### src/rtl/dcache_mem_pkg.sv
// Shared types and default widths for the data-cache to main-memory block bridge.
package dcache_mem_pkg;

  localparam int DEF_OFFSET_WIDTH = 3;
  localparam int DEF_ADDR_WIDTH   = 30;
  localparam int DEF_DATA_WIDTH   = 32;
  localparam int DEF_BLOCK_WIDTH  = DEF_DATA_WIDTH << DEF_OFFSET_WIDTH;

  typedef enum logic [1:0] {
    IDLE,
    XFER,
    RESP,
    GAP
  } bridge_state_t;

  // Word idx of a block; word i occupies bits [32i+31:32i].
  function automatic logic [DEF_DATA_WIDTH-1:0] block_word(
    input logic [DEF_BLOCK_WIDTH-1:0]  blk,
    input logic [DEF_OFFSET_WIDTH-1:0] idx
  );
    return blk[int'(idx)*DEF_DATA_WIDTH +: DEF_DATA_WIDTH];
  endfunction

endpackage

### src/rtl/dcache_mem_bridge.sv
// Serialises one cache-line refill or write-back into BLOCK_SIZE word
// transactions on a req/ack memory bus and pulses ram_ready on completion.
module dcache_mem_bridge
  import dcache_mem_pkg::*;
#(
  parameter  int OFFSET_WIDTH = DEF_OFFSET_WIDTH,
  parameter  int ADDR_WIDTH   = DEF_ADDR_WIDTH,
  parameter  int DATA_WIDTH   = DEF_DATA_WIDTH,
  localparam int BLOCK_SIZE   = 1 << OFFSET_WIDTH,
  localparam int BLOCK_WIDTH  = DATA_WIDTH * BLOCK_SIZE
) (
  input  logic                   clk,
  input  logic                   rst,
  input  logic                   ram_en_in,
  input  logic                   ram_write_in,
  input  logic [ADDR_WIDTH-1:0]  ram_addr_in,
  input  logic [BLOCK_WIDTH-1:0] dc_data_wb,
  output logic                   ram_ready,
  output logic [BLOCK_WIDTH-1:0] block_from_ram,
  output logic                   mem_req,
  output logic                   mem_we,
  output logic [ADDR_WIDTH-1:0]  mem_addr,
  output logic [DATA_WIDTH-1:0]  mem_wdata,
  input  logic [DATA_WIDTH-1:0]  mem_rdata,
  input  logic                   mem_ack
);

  bridge_state_t            state_q;
  bridge_state_t            state_d;
  logic [ADDR_WIDTH-1:0]    base_q;
  logic                     wr_q;
  logic [BLOCK_WIDTH-1:0]   wb_buf;
  logic [BLOCK_WIDTH-1:0]   rd_buf;
  logic [OFFSET_WIDTH-1:0]  cnt;
  logic                     last_word;
  logic                     accept;

  assign last_word = (cnt == OFFSET_WIDTH'(BLOCK_SIZE - 1));
  assign accept    = (state_q == IDLE) && ram_en_in;

  always_comb begin
    state_d = state_q;
    case (state_q)
      IDLE:    if (ram_en_in) state_d = XFER;
      XFER:    if (mem_ack && last_word) state_d = RESP;
      RESP:    state_d = GAP;
      GAP:     state_d = IDLE;
      default: state_d = IDLE;
    endcase
  end

  always_ff @(posedge clk or negedge rst) begin
    if (!rst) state_q <= IDLE;
    else      state_q <= state_d;
  end

  // Request latch and word stepping; an abort by reset discards any partial refill.
  always_ff @(posedge clk or negedge rst) begin
    if (!rst) begin
      base_q <= '0;
      wr_q   <= 1'b0;
      wb_buf <= '0;
      rd_buf <= '0;
      cnt    <= '0;
    end else if (accept) begin
      base_q <= ram_addr_in & ~ADDR_WIDTH'(BLOCK_SIZE - 1);
      wr_q   <= ram_write_in;
      wb_buf <= dc_data_wb;
      cnt    <= '0;
    end else if ((state_q == XFER) && mem_ack) begin
      if (!wr_q) rd_buf[int'(cnt)*DATA_WIDTH +: DATA_WIDTH] <= mem_rdata;
      if (!last_word) cnt <= cnt + 1'b1;
    end
  end

  // Every output decodes registered state, so ram_* inputs never reach mem_* combinationally.
  assign mem_req        = (state_q == XFER);
  assign mem_we         = mem_req & wr_q;
  assign mem_addr       = base_q | ADDR_WIDTH'(cnt);
  assign mem_wdata      = block_word(wb_buf, cnt);
  assign ram_ready      = (state_q == RESP);
  assign block_from_ram = rd_buf;

endmodule

### config.mk
export PLATFORM = sky130hd
export DESIGN_NAME = dcache_mem_bridge
export DESIGN_NICKNAME = d
export VERILOG_FILES = /design/src/rtl/dcache_mem_pkg.sv /design/src/rtl/dcache_mem_bridge.sv
export SDC_FILE = /design/constraint.sdc
export NUM_CORES = 1
export LEC_CHECK = 0
export CAP_MARGIN = 10
export CELL_PAD_IN_SITES_DETAIL_PLACEMENT = 0
export CELL_PAD_IN_SITES_GLOBAL_PLACEMENT = 1
export CORE_AREA = 2 2 247 249
export CTS_CLUSTER_DIAMETER = 200
export CTS_CLUSTER_SIZE = 12
export DETAILED_ROUTE_END_ITERATION = 12
export DIE_AREA = 0 0 249 251
export GPL_ROUTABILITY_DRIVEN = 0
export PLACE_DENSITY_LB_ADDON = 0.1
export SYNTH_ARGS = -nofsm -noshare
export SYNTH_HDL_FRONTEND = slang
export SYNTH_SLANG_ARGS = --single-unit
### constraint.sdc
create_clock -name clk -period 2.85 [get_ports clk]
set_clock_uncertainty 0.1 [all_clocks]
set_input_delay 0.4275 -clock clk [delete_from_list [all_inputs] [get_ports clk]]
set_output_delay 0.4275 -clock clk [all_outputs]
set_load 0.01 [all_outputs]
* Word-level counts from Yosys, hierarchy flattened
Index checks and enable logic that the tools add are counted.
** Word-level totals
- Register bits after elaboration :: 545
- Output and inout bits :: 321
- Word-level logic and storage cells :: 37
** Operators by class
- $add $sub $neg :: 2
- Equal/unequal tests :: 7
- Shift-type cells :: 3
- Multiplexer cells :: 7
- Bitwise operators :: 4
- Reductions and logical operators :: 8
** Operators with widths (number)
- bitwise mux 256 bit :: 1
- variable shift 32 x 33 -> 256 bit (first input constant) :: 1
- variable part select 256 x 9 -> 32 bit :: 1
- variable part select 32 x 33 -> 256 bit :: 1
- negation 8 -> 33 bit :: 1
- OR 30 x 3 -> 30 bit :: 1
- two-way mux 3 bit :: 3
- one-hot mux 2 bit (4 select lines) :: 1
- equality test 2 bit (second input constant) :: 2
- two-way mux 2 bit :: 2
- != test 2 x 1 -> 1 bit (second input constant) :: 2
- AND reduction 2 bit :: 2
- adder 3 x 1 -> 3 bit (second input constant) :: 1
- equality test 3 bit (second input constant) :: 1
- logical AND 1 bit :: 3
- AND reduction 3 bit :: 1
- equality test 2 x 1 -> 1 bit (second input constant) :: 1
- zero test 2 bit :: 1
- != test 2 bit (second input constant) :: 1
- NOT 1 bit :: 2
- nonzero test 2 bit :: 1
- AND 1 bit :: 1

* Logic depth before layout (Yosys ltp)
- Depth in word-level cells :: 4
- Depth in mapped cells :: 9

* Worst setup path after synthesis
No wires, ideal clock.
- Path kind :: reg-to-reg
- Start :: register cnt[2]
- End :: register rd_buf[100] (netlist: block_from_ram[100])
- Setup time :: 0.125 ns
- Data arrival time :: 2.326 ns
- Path slack :: 0.300 ns
- Stages on the path, launching flop included :: 10
- Period minus slack after synthesis :: 2.550 ns
- Path through :: dfrtp_1 > buf_2 > clkinv_1 > clkbuf_1 > ha_1 > nor2b_1 > and3_1 > clkbuf_2 > buf_6 > mux2_2
** On the way
- Word-level cells in the longest chain between the ends :: 3
- Elaborated cells on any way between the ends :: 4
** Ends and longest elaborated chain
- from (decl) :: RTL line dcache_mem_bridge.sv:34 : logic [OFFSET_WIDTH-1:0] cnt;
- from (signal assigned) :: RTL line dcache_mem_bridge.sv:72 : if (!last_word) cnt <= cnt + 1'b1;
- negation 8 -> 33 bit (*) :: RTL line dcache_mem_bridge.sv:71 : if (!wr_q) rd_buf[int'(cnt)*DATA_WIDTH +: DATA_WIDTH] <= mem_rdata;
- variable part select 32 x 33 -> 256 bit / variable shift 32 x 33 -> 256 bit (equally long branches) :: RTL line dcache_mem_bridge.sv:71
- bitwise mux 256 bit (*) :: RTL line dcache_mem_bridge.sv:71
- to (signal, indexed assignment) :: RTL line dcache_mem_bridge.sv:71
- to (decl) :: RTL line dcache_mem_bridge.sv:33 : logic [BLOCK_WIDTH-1:0] rd_buf;
Every way passes the cells marked *; elsewhere a longest branch is shown, timed or not.
A chain may end at the register's enable or synchronous reset.

* Worst setup path in the final report
- Start :: register cnt[0]
- End :: output port mem_wdata[8]
** On the way
- Word-level cells in the longest chain between the ends :: 1
** Ends and longest elaborated chain
- variable part select 256 x 9 -> 32 bit :: RTL line dcache_mem_pkg.sv:21 : return blk[int'(idx)*DEF_DATA_WIDTH +: DEF_DATA_WIDTH];
- to (decl) :: RTL line dcache_mem_bridge.sv:23 : output logic [DATA_WIDTH-1:0] mem_wdata,
Every way passes these cells.

==> run metrics <==
status=finished, final reports clean; Tmin final=2810 ps; Area growth syn-to-layout=41.1%; P per Cell Area=897 nW/um^2; Cell Area, Synth=23200 sq um; Hold WC Path Type=in -> async; die width=249 um; final setup fails=0; Worst-Margin Slew=935 ps; Inserted Clock Buffers=51; Final WS setup=38.3 ps; Slew Viols, Final=0; first-pass GRT wire length=111000 um; reg2reg start=cnt[0]; top cells by count, synth=dfrtp_1, mux2_2, nand2_1, and2_1, mux4_2; Synth Net Count=1888; crit-path max FO=7; share of cells above drive strength 1=35.5%; CTS Buffer Depth=3; Leakage=0.0143 uW; initial antenna violation count=21; sequential share of the synthesized area=58.8%; wire per inst=24.8 um; vias=15300; cell taking the most area after synthesis=dfrtp_1; IO Count=644; Pre-Repair DR Iteration Count=4; XOR/XNOR share of the synthesized area=0.0377%; Starting DRT DRC Count=671; CTS tree=done; Slew HR=37.7%; Die H=251 um; die area=62500 sq um; asr flop ratio synth=100%; Initial Util=38.8%; critical path capture point type=output port; Rows=90; Startpoint Class=flip-flop; gr usage total=24.0%; setup TNS=0 ps; vias in the first global route=16600; DRC viols=0; crit share post-route=98.7%; worst skew pair latency=590 ps; top_reg_cell synth=dfrtp_1; Finished Core Util=54.8%; Netlist cell types=29; CTS clk-pin slew, worst paths=60 ps; PortBufs=640; Gate Count Post-Synth=1554; Total Routed Length=75200 um; crit path kind=reg -> out; maximum VDD drop=0.000506 V; CTS root buf=clkbuf_16; number of flops mapped to enable cells by yosys=0; main combinational cell family by area after synthesis=multiplexers; f_max=0.356 GHz; Final Hold Fails=0; yosys warns=0; Synth Area in Compound Gates=0.205%; dominant cells by area after synthesis=dfrtp_1, mux2_2, mux4_2; Core ar.=59800 sq um; mean area per synthesized cell=14.9 sq um; FF+latch count, synth=545; fin nets=2570; post-synthesis simple-gate area fraction=5.53%; largest net degree at the start of global routing=119; area share of the largest cell type after synthesis=58.8%; CP arrival=2280 ps; Critical Path RT=2320 ps; Routed Antenna Nets=0; Synth Area in Adders=0.593%; post-synthesis mux area share=32.2%; Post-DP HPWL=55700 um; count leader, synth=dfrtp_1; GRT overflow=0; Max-Cap Viols=0; total power=29400 uW; RSZ-0062 raised after global routing=yes; clock sinks=545; H-tree depth=2; crit path launch=cnt[0]; DR vias/cell=5.04; Setup WS pre-CTS=115 ps
[repair_timing]
action | in CTS | in global routing
endpoints found under the setup margin | 32 | 26
endpoints found under the hold margin | 45 | 0
hold buffers | 1 | 0
buffers inserted | 19 | 1
gates cloned | 4 | 1
gates resized for setup | 184 | 45
pin swaps | 15 | 10
[cells in the final DEF, fill, tap and decap left out, types with 2 or more instances in the layout]
cell type / count
o21ai_0: 5
diode_2: 7
dfrtp_4: 2
mux4_2: 64
nor4b_4: 2
buf_4: 36
nand2_1: 98
nor2_1: 5
clkbuf_16: 52
nand2_4: 13
dfrtp_1: 542
and2_1: 95
and3_1: 2
mux2i_1: 32
inv_1: 36
nor3_4: 2
nand2_2: 24
buf_12: 29
mux2_2: 508
clkbuf_1: 2
inv_6: 2
buf_16: 5
a21oi_1: 3
buf_8: 3
clkdlybuf4s50_1: 607
nand3_2: 6
buf_2: 16
ha_1: 11
buf_6: 22
nor2b_1: 2
[flip-flops by register name, summed over array words and instances (netlist names)]
register        flops
wb_buf            256
cnt                 3
block_from_ram    256
state_q             2
wr_q                1
base_q             27
[worst max-delay path, cell delays in order (launching register included)]
cell and delay (ps):
dfrtp_4 510, buf_12 160, buf_12 140, buf_12 130, mux4_2 480, nand2_2 90, nand2_2 60, buf_6 120
[path summary, 6_finish.rpt]
kind	cells past startpoint	endpoint	slack (ps)
worst max-delay path	7	mem_wdata[8]	40
worst min-delay path	2	block_from_ram[123]	250
worst max register to register	10	block_from_ram[146]	200
worst min register to register	1	wb_buf[199]	400
max in group asynchronous	4	block_from_ram[192]	1410
min in group clk	2	wb_buf[218]	350
[per-stage QoR]
stage          area (sq um)  cells  hold WS, ps
2_1_floorplan         23200   1554         31.9
3_3_place_gp          30900   2939          295
3_5_place_dp          30900   2939          297
4_1_cts               32600   3018          264
5_1_grt               32700   3026          288
6_report              32700   3027          249
[area by class of cell]
class | instances | area (sq um)
multi-input combinational | 880 | 9180
tap | 782 | 978
sequential | 545 | 13600
fill | 5033 | 27100
clock inverter | 2 | 17.5
inverter | 37 | 139
clock buffer | 53 | 1280
antenna | 7 | 17.5
timing repair buffer | 721 | 7480
[power by group]
part	switching, uW	internal, uW	leakage [uW]
sequential	1270	10200	0.00679
combinational	5140	6770	0.00690
clock	2840	3160	0.000640
[cells by family after synthesis]
group | Yosys count
AND/OR/NAND/NOR | 255
multiplexers | 604
buffers and inverters | 129
XOR/XNOR | 1
adder cells (fa/ha/maj) | 11
AO/OA/AOI/OAI | 9
flip-flops | 545
[layer usage]
metal	vias up	GRT usage, %	part of all wire, %
li1	6791	-	-
met1	7899	27.0	37
met2	419	42.9	52
met3	121	8.28	7.9
met4	24	7.27	2.6
met5	-	0	0.21
Note: power is estimated with default switching activity, not from simulation.
